==> src/rtl/arbiter_8x3.sv <==
// ============================================================================
// Module      : arbiter_8x3
// Description : 8-requester round-robin arbiter with bounded hold time,
//               registered one-hot/binary grant and forced-release pulse.
// Revision    : 1.0 - initial release
// ============================================================================
`default_nettype none

module arbiter_8x3 #(
    parameter int MAX_HOLD = 8
) (
    input  logic       clk,
    input  logic       rst,
    input  logic [7:0] req,
    output logic [7:0] gnt,
    output logic [2:0] gnt_idx,
    output logic       gnt_valid,
    output logic       timeout
);

    localparam logic [7:0] c_hold_last = 8'(MAX_HOLD - 1);

    typedef enum logic [1:0] {
        S_IDLE    = 2'd0,
        S_GRANT   = 2'd1,
        S_RECOVER = 2'd2
    } state_t;

    state_t     r_state, w_state_nxt;
    logic [2:0] r_ptr, w_ptr_nxt;
    logic [7:0] r_hold, w_hold_nxt;
    logic [7:0] r_gnt, w_gnt_nxt;
    logic [2:0] r_idx, w_idx_nxt;
    logic       r_valid, w_valid_nxt;
    logic       r_timeout, w_timeout_nxt;

    logic       w_found;
    logic [2:0] w_winner;

    // Scan upward from the pointer; 3-bit addition gives the 7->0 wrap.
    always_comb begin
        w_found  = 1'b0;
        w_winner = 3'd0;
        for (int k = 0; k < 8; k++) begin
            if (!w_found && req[3'(r_ptr + 3'(k))]) begin
                w_found  = 1'b1;
                w_winner = r_ptr + 3'(k);
            end
        end
    end

    always_comb begin
        w_state_nxt   = r_state;
        w_ptr_nxt     = r_ptr;
        w_hold_nxt    = r_hold;
        w_gnt_nxt     = r_gnt;
        w_idx_nxt     = r_idx;
        w_valid_nxt   = r_valid;
        w_timeout_nxt = 1'b0;
        case (r_state)
            S_IDLE: begin
                if (w_found) begin
                    w_state_nxt = S_GRANT;
                    w_gnt_nxt   = 8'b1 << w_winner;
                    w_idx_nxt   = w_winner;
                    w_valid_nxt = 1'b1;
                    w_ptr_nxt   = w_winner + 3'd1;
                    w_hold_nxt  = 8'd0;
                end
            end
            S_GRANT: begin
                // A dropped request wins over the hold limit, so no pulse then.
                if (!req[r_idx] || (r_hold == c_hold_last)) begin
                    w_state_nxt   = S_RECOVER;
                    w_gnt_nxt     = 8'd0;
                    w_idx_nxt     = 3'd0;
                    w_valid_nxt   = 1'b0;
                    w_timeout_nxt = req[r_idx];
                end else begin
                    w_hold_nxt = r_hold + 8'd1;
                end
            end
            S_RECOVER: begin
                w_state_nxt = S_IDLE;
            end
            default: begin
                w_state_nxt = S_IDLE;
                w_gnt_nxt   = 8'd0;
                w_idx_nxt   = 3'd0;
                w_valid_nxt = 1'b0;
            end
        endcase
    end

    always_ff @(posedge clk) begin
        if (rst) begin
            r_state   <= S_IDLE;
            r_ptr     <= 3'd0;
            r_hold    <= 8'd0;
            r_gnt     <= 8'd0;
            r_idx     <= 3'd0;
            r_valid   <= 1'b0;
            r_timeout <= 1'b0;
        end else begin
            r_state   <= w_state_nxt;
            r_ptr     <= w_ptr_nxt;
            r_hold    <= w_hold_nxt;
            r_gnt     <= w_gnt_nxt;
            r_idx     <= w_idx_nxt;
            r_valid   <= w_valid_nxt;
            r_timeout <= w_timeout_nxt;
        end
    end

    assign gnt       = r_gnt;
    assign gnt_idx   = r_idx;
    assign gnt_valid = r_valid;
    assign timeout   = r_timeout;

endmodule

`default_nettype wire

==> config.mk <==
export PLATFORM = sky130hd
export DESIGN_NAME = arbiter_8x3
export DESIGN_NICKNAME = d
export VERILOG_FILES = /design/src/rtl/arbiter_8x3.sv
export SDC_FILE = /design/constraint.sdc
export NUM_CORES = 1
export LEC_CHECK = 0
export BUFFER_PORTS_ARGS = -buffer_cell sky130_fd_sc_hd__clkbuf_2
export CORE_ASPECT_RATIO = 1.5
export CORE_MARGIN = 2
export CORE_UTILIZATION = 48
export CTS_BUF_LIST = sky130_fd_sc_hd__clkbuf_4 sky130_fd_sc_hd__clkbuf_8
export DETAILED_ROUTE_END_ITERATION = 6
export HOLD_SLACK_MARGIN = 0.12
export PLACE_DENSITY_LB_ADDON = 0.3
export SYNTH_ARGS = -nofsm -noshare
export SYNTH_HDL_FRONTEND = slang
export SYNTH_SLANG_ARGS = --single-unit
==> constraint.sdc <==
create_clock -name clk -period 6 [get_ports clk]
set_input_delay 0.6 -clock clk [delete_from_list [all_inputs] [get_ports clk]]
set_output_delay 0.6 -clock clk [all_outputs]
set_load 0.03 [all_outputs]
## After elaboration in Yosys (flattened, before gate mapping)

Index checks and enable logic that the tools add are counted.

| storage, ports and cells | value |
|---|---|
| flip-flop bits (word level) | 26 |
| bits of input ports | 10 |
| output and inout bits | 13 |
| logic and storage cells | 107 |

| operators by class | value |
|---|---|
| add/subtract/negate cells | 9 |
| equal/unequal tests | 6 |
| shifts and indexed selects | 1 |
| reductions and logical operators | 23 |
| muxes and demuxes | 49 |
| bitwise logic cells | 3 |
| order comparisons | 9 |

Operators by type and width:

| operator | number |
|---|---|
| < comparator 3 x 4 -> 1 bit (second input constant) | 9 |
| 2-to-1 mux 8 bit | 4 |
| 2-to-1 mux 3 bit | 10 |
| binary-select mux 1 bit (select 3 bit) | 9 |
| one-hot mux 8 bit (3 select lines) | 1 |
| 2-to-1 mux 1 bit | 19 |
| one-hot mux 8 bit (2 select lines) | 1 |
| adder 3 bit (second input constant) | 4 |
| one-hot mux 3 bit (3 select lines) | 1 |
| adder 8 x 1 -> 8 bit (second input constant) | 1 |
| == test 8 x 3 -> 1 bit (second input constant) | 1 |
| zero test 1 bit | 8 |
| << shifter 1 x 3 -> 8 bit (first input constant) | 1 |
| logical AND 1 bit | 7 |
| adder 3 x 1 -> 3 bit (second input constant) | 2 |
| adder 3 x 2 -> 3 bit (second input constant) | 2 |
| inequality test 2 bit (second input constant) | 3 |
| AND reduction 3 bit | 2 |
| 2-to-1 mux 2 bit | 2 |
| one-hot mux 2 bit (2 select lines) | 1 |
| AND reduction 2 bit | 2 |
| NOT 1 bit | 3 |
| one-hot mux 1 bit (3 select lines) | 1 |
| OR reduction 3 bit | 1 |
| 5 further kinds | 5 |

## Longest topological paths before layout

| depth | value |
|---|---|
| word-level depth | 27 |
| depth in mapped cells | 15 |
| mapped depth without buffers | 12 |

## Least setup slack after synthesis

Ideal clock, no wire load.

| timing path | value |
|---|---|
| path kind | reg2reg |
| from | register r_ptr[1] |
| to | register r_ptr[2] |
| stages on the path, launching flop included | 15 |
| buffers on the path | 3 |
| library setup time | 0.128 ns |
| data required time | 5.872 ns |
| arrival | 3.557 ns |
| setup slack | 2.315 ns |
| clock period less this slack | 3.685 ns |
| cell sequence | dfxtp_1 > buf_2 > buf_2 > inv_1 > ha_1 > buf_6 > mux4_2 > mux2i_1 > a22oi_4 > or4_1 > a32oi_1 > ha_1 > ha_1 > mux2i_1 > nor2_1 |

| between the ends | value |
|---|---|
| word-level cells in the longest chain between the ends | 25 |
| elaborated cells between the ends (all ways) | 55 |
| those cells by class | add/sub (8); mux (32); reduce/logical (15) |

Ends and longest elaborated chain:

| what | RTL line | text |
|---|---|---|
| start: declaration | 30 | `logic [2:0] r_ptr, w_ptr_nxt;` |
| start signal: assignment | 106 | `r_ptr <= w_ptr_nxt;` |
| branches (longest 25 deep; another with adder 3 x 1 -> 3 bit) | - |  |

Parallel ways; which one is timed is not known. The select of a mux whose other input is x is not followed.
A chain may end at the register's enable or synchronous reset.

## Final worst setup path

| timing path | value |
|---|---|
| from | register r_ptr[0] |
| to | register r_ptr[2] |

The elaborated chain is that of the path after synthesis.

==> parameters.txt <==
Parameter                              Value

Placed design
  Post-DP HPWL    3.681 mm
  Port buffer count    22
  Weighted congestion at the end of routability-driven global placement    0.8872
  Pre-CTS worst setup slack    1715 ps

Power
  Lkg Pwr    0.8833 nW
  Total power per unit cell area    490.5 nW/µm²
  Maximum VDD drop    0.0002117 V

Yosys
  Share of synthesized area occupied by flip-flops and latches    24.09%
  Synthesized area per cell    9.822 µm²
  Count of flip-flops with a built-in enable after synthesis    0
  Proportion of synthesized flip-flops having asynchronous set or reset    0%
  Yosys Warn Count    0
  Largest area contributor in the netlist    sky130_fd_sc_hd__dfxtp_1
  Post-synth design cell area    2161 µm²
  Primary flip-flop cell chosen by synthesis mapping    sky130_fd_sc_hd__dfxtp_1
  Cell count after synthesis    220
  Net Count, Synth    238
  Flops & latches, synth    26
  Top-count cell post-synth    sky130_fd_sc_hd__dfxtp_1
  Count of different cell masters after synthesis    51
  Top cells by area, synth    sky130_fd_sc_hd__dfxtp_1, sky130_fd_sc_hd__mux4_2, sky130_fd_sc_hd__ha_1
  Most frequent cells after synthesis    sky130_fd_sc_hd__dfxtp_1, sky130_fd_sc_hd__nand2_1, sky130_fd_sc_hd__mux4_2
  Fraction of post-synthesis cell area in the top cell type by area    24.09%

Critical path
  Critical path buffers and inverters    1
  Crit path kind    reg -> reg
  Most numerous cell on the critical path    sky130_fd_sc_hd__ha_1
  Data required time at the worst endpoint    6160 ps
  Critical Path Start Type    flip-flop
  Number of gates on the worst path with buffers counted    11
  Startpoint of the worst register-to-register path    r_ptr[0]
  CP max FO    13
  CP cell instances    inv_1 > ha_1 > mux4_2 > mux2i_1 > a22oi_4 > or4_1 > a32oi_1 > ha_1 > ha_1 > mux2i_1 > nor2_1
  Arrival time reported for the critical path endpoint    4430 ps
  Setup crit end kind    flip-flop
  Minimum setup slack among reg-to-reg paths    1730 ps
  Stage delay of the slowest cell on the critical path    730 ps
  Critical R2R Capture    r_ptr[2]
  Cell family with most CP delay    adder cells
  Cell with the biggest individual delay on the critical path    sky130_fd_sc_hd__dfxtp_1
  Depth of the worst register-to-register path    11

STA
  Setup repair after global routing missed its margin    false
  Time the final worst path needs with I/O delays and setup    4273 ps
  Setup TNS    0 ps
  Setup-violating endpoint count in the final report    0
  Final hold viol count    0
  Post-route setup slack    1727 ps
  Measured slew at the worst slew-check pin    917.7 ps
  Slew Limit Fails    0
  Worst clock skew    6.250 ps
  Final cycle utilization of the critical path    71.22%
  Headroom to the max-slew limit    38.31%
  Fmax    234.0 MHz

Clock network
  Cts-stage hold buffer count    0
  Skew-Pair Late Insertion Delay    270 ps
  Clock sinks    26
  Total CTS buffers    3
  H-tree Lvls    1
  Max Root-Sink Buffers    2
  Buffers inserted by post-CTS timing repair    0
  CTS tree    built
  Root cell of the clock tree    sky130_fd_sc_hd__clkbuf_8
  Post-CTS Resized    0
  Clock-pin slew on the worst setup and hold paths    90 ps

Floorplan
  Starting density of the core    50.47%
  Die X-Extent    58.78 µm
  # IOs    23
  Die height    86.18 µm
  Area of the die    5065 µm²
  Number of cell rows    29
  Floorplan Core Area    4282 µm²

Routing
  Total number of vias    1828
  Mean routed wirelength per cell    17.56 µm
  Total iterations of the first detailed-routing run    7
  DRC violation total after the first TritonRoute iteration    118
  Wire length reported by the detailed router    4.917 mm
  DR DRC count    2
  Via/cell ratio    6.529
  Antenna viol nets, final    0

Global routing
  Largest net degree at the start of global routing    18
  Global-route wire length before repair    8.328 mm
  Aggregate global routing overflow    0
  Vias in the first global route    1734
  Total global routing track utilization    20.74%
  Antenna violations before repair    0

Final layout
  Total number of nets in the final design    253
  Fillers    395
  Area used by sequential logic in the layout    520.5 µm²
  Relative area change from synthesis to final layout    7.817%
  Area of the multi-input gates    1540 µm²
  Count of inserted antenna diode cells    0
  Fraction of layout cells with a size suffix above 1    24.79%

Run status
  Result of the run    complete, but fails checks
  Violated checks    DRC

Min path
  Type of the tightest min-delay check    reg -> reg
  Startpoint of the worst hold path    gnt_valid
  Terminating pin of the worst hold path    gnt_valid
  Worst hold stages    2

Run
  Max Cap Viol    0
[logic make-up (layout without fill, tap and decap cells)]
kind of cell | count (synthesis) | count (layout) | synth area share [%]
flops | 26 | 26 | 24.09
xor+xnor | 4 | 4 | 1.622
mux | 35 | 35 | 27.62
buf+inv | 20 | 34 | 4.632
simple gates | 72 | 72 | 19.40
compound gates | 55 | 55 | 18.01
fa+ha+maj | 8 | 8 | 4.632
[layout by cell type, fill, tap and decap left out, drive strengths merged, types with 5 or more instances in the layout]
master,count
dfxtp,26
clkbuf,25
nand2,19
mux4,18
a21oi,13
nor2,12
o21ai,12
mux2i,12
inv,8
ha,8
nor3,8
or3,6
mux2,5
nand3,5
[sequential cells by signal, indices dropped and copies added (netlist names)]
signal,flops
gnt,8
gnt_valid,1
r_state,2
gnt_idx,3
r_ptr,3
timeout,1
r_hold,8
[routing by layer]
layer,share of wire [%],GRT usage [%]
met2,55,37.17
met1,40,24.81
met4,1.4,7.438
met3,3.7,2.537
met5,0,0
[how the worst max path moves through the flow]
stage | startpoint | end | slack, ps
4_1_cts | r_ptr[0] | r_ptr[2] | 1700
6_report | r_ptr[0] | r_ptr[2] | 1730
3_5_place_dp | r_ptr[0] | r_ptr[2] | 1710
3_3_place_gp | r_ptr[0] | r_ptr[2] | 1840
5_1_grt | r_ptr[0] | r_ptr[2] | 1380
2_1_floorplan | r_ptr[1] | r_ptr[2] | 2320
[final cells by class]
cell class,count,share of cell area (%)
Clock inverter,1,1.289
Clock buffer,3,1.772
Multi-Input combinational cell,174,66.11
Timing Repair Buffer,22,4.726
Inverter,8,1.289
Sequential cell,26,22.34
Tap cell,46,2.470
[worst reg2reg max path: stages, from the launching register on]
cell and delay [ps]:
sky130_fd_sc_hd__dfxtp_1 730, sky130_fd_sc_hd__inv_1 260, sky130_fd_sc_hd__ha_1 690, sky130_fd_sc_hd__mux4_2 570
sky130_fd_sc_hd__mux2i_1 240, sky130_fd_sc_hd__a22oi_4 170, sky130_fd_sc_hd__or4_1 520, sky130_fd_sc_hd__a32oi_1 340
sky130_fd_sc_hd__ha_1 240, sky130_fd_sc_hd__ha_1 230, sky130_fd_sc_hd__mux2i_1 130, sky130_fd_sc_hd__nor2_1 50
[metrics by stage]
step,area (µm²),utilization (%),hold WS (ps),std cells,power [mW]
2_1_floorplan,2161,-,452.6,220,0.8673
3_3_place_gp,2258,52.75,448.2,276,0.9887
3_5_place_dp,2258,52.75,451.8,276,0.9979
4_1_cts,2330,54.41,474.9,280,1.146
5_1_grt,2330,54.41,499.3,280,1.235
6_report,2330,54.41,468.8,280,1.143
[power by group]
group          internal (mW)  switching [mW]  total [mW]
Clock                 0.0892          0.0542       0.143
Sequential             0.206          0.0649       0.271
Combinational          0.311           0.417       0.728
No activity file was read; power rests on OpenSTA's default activity.
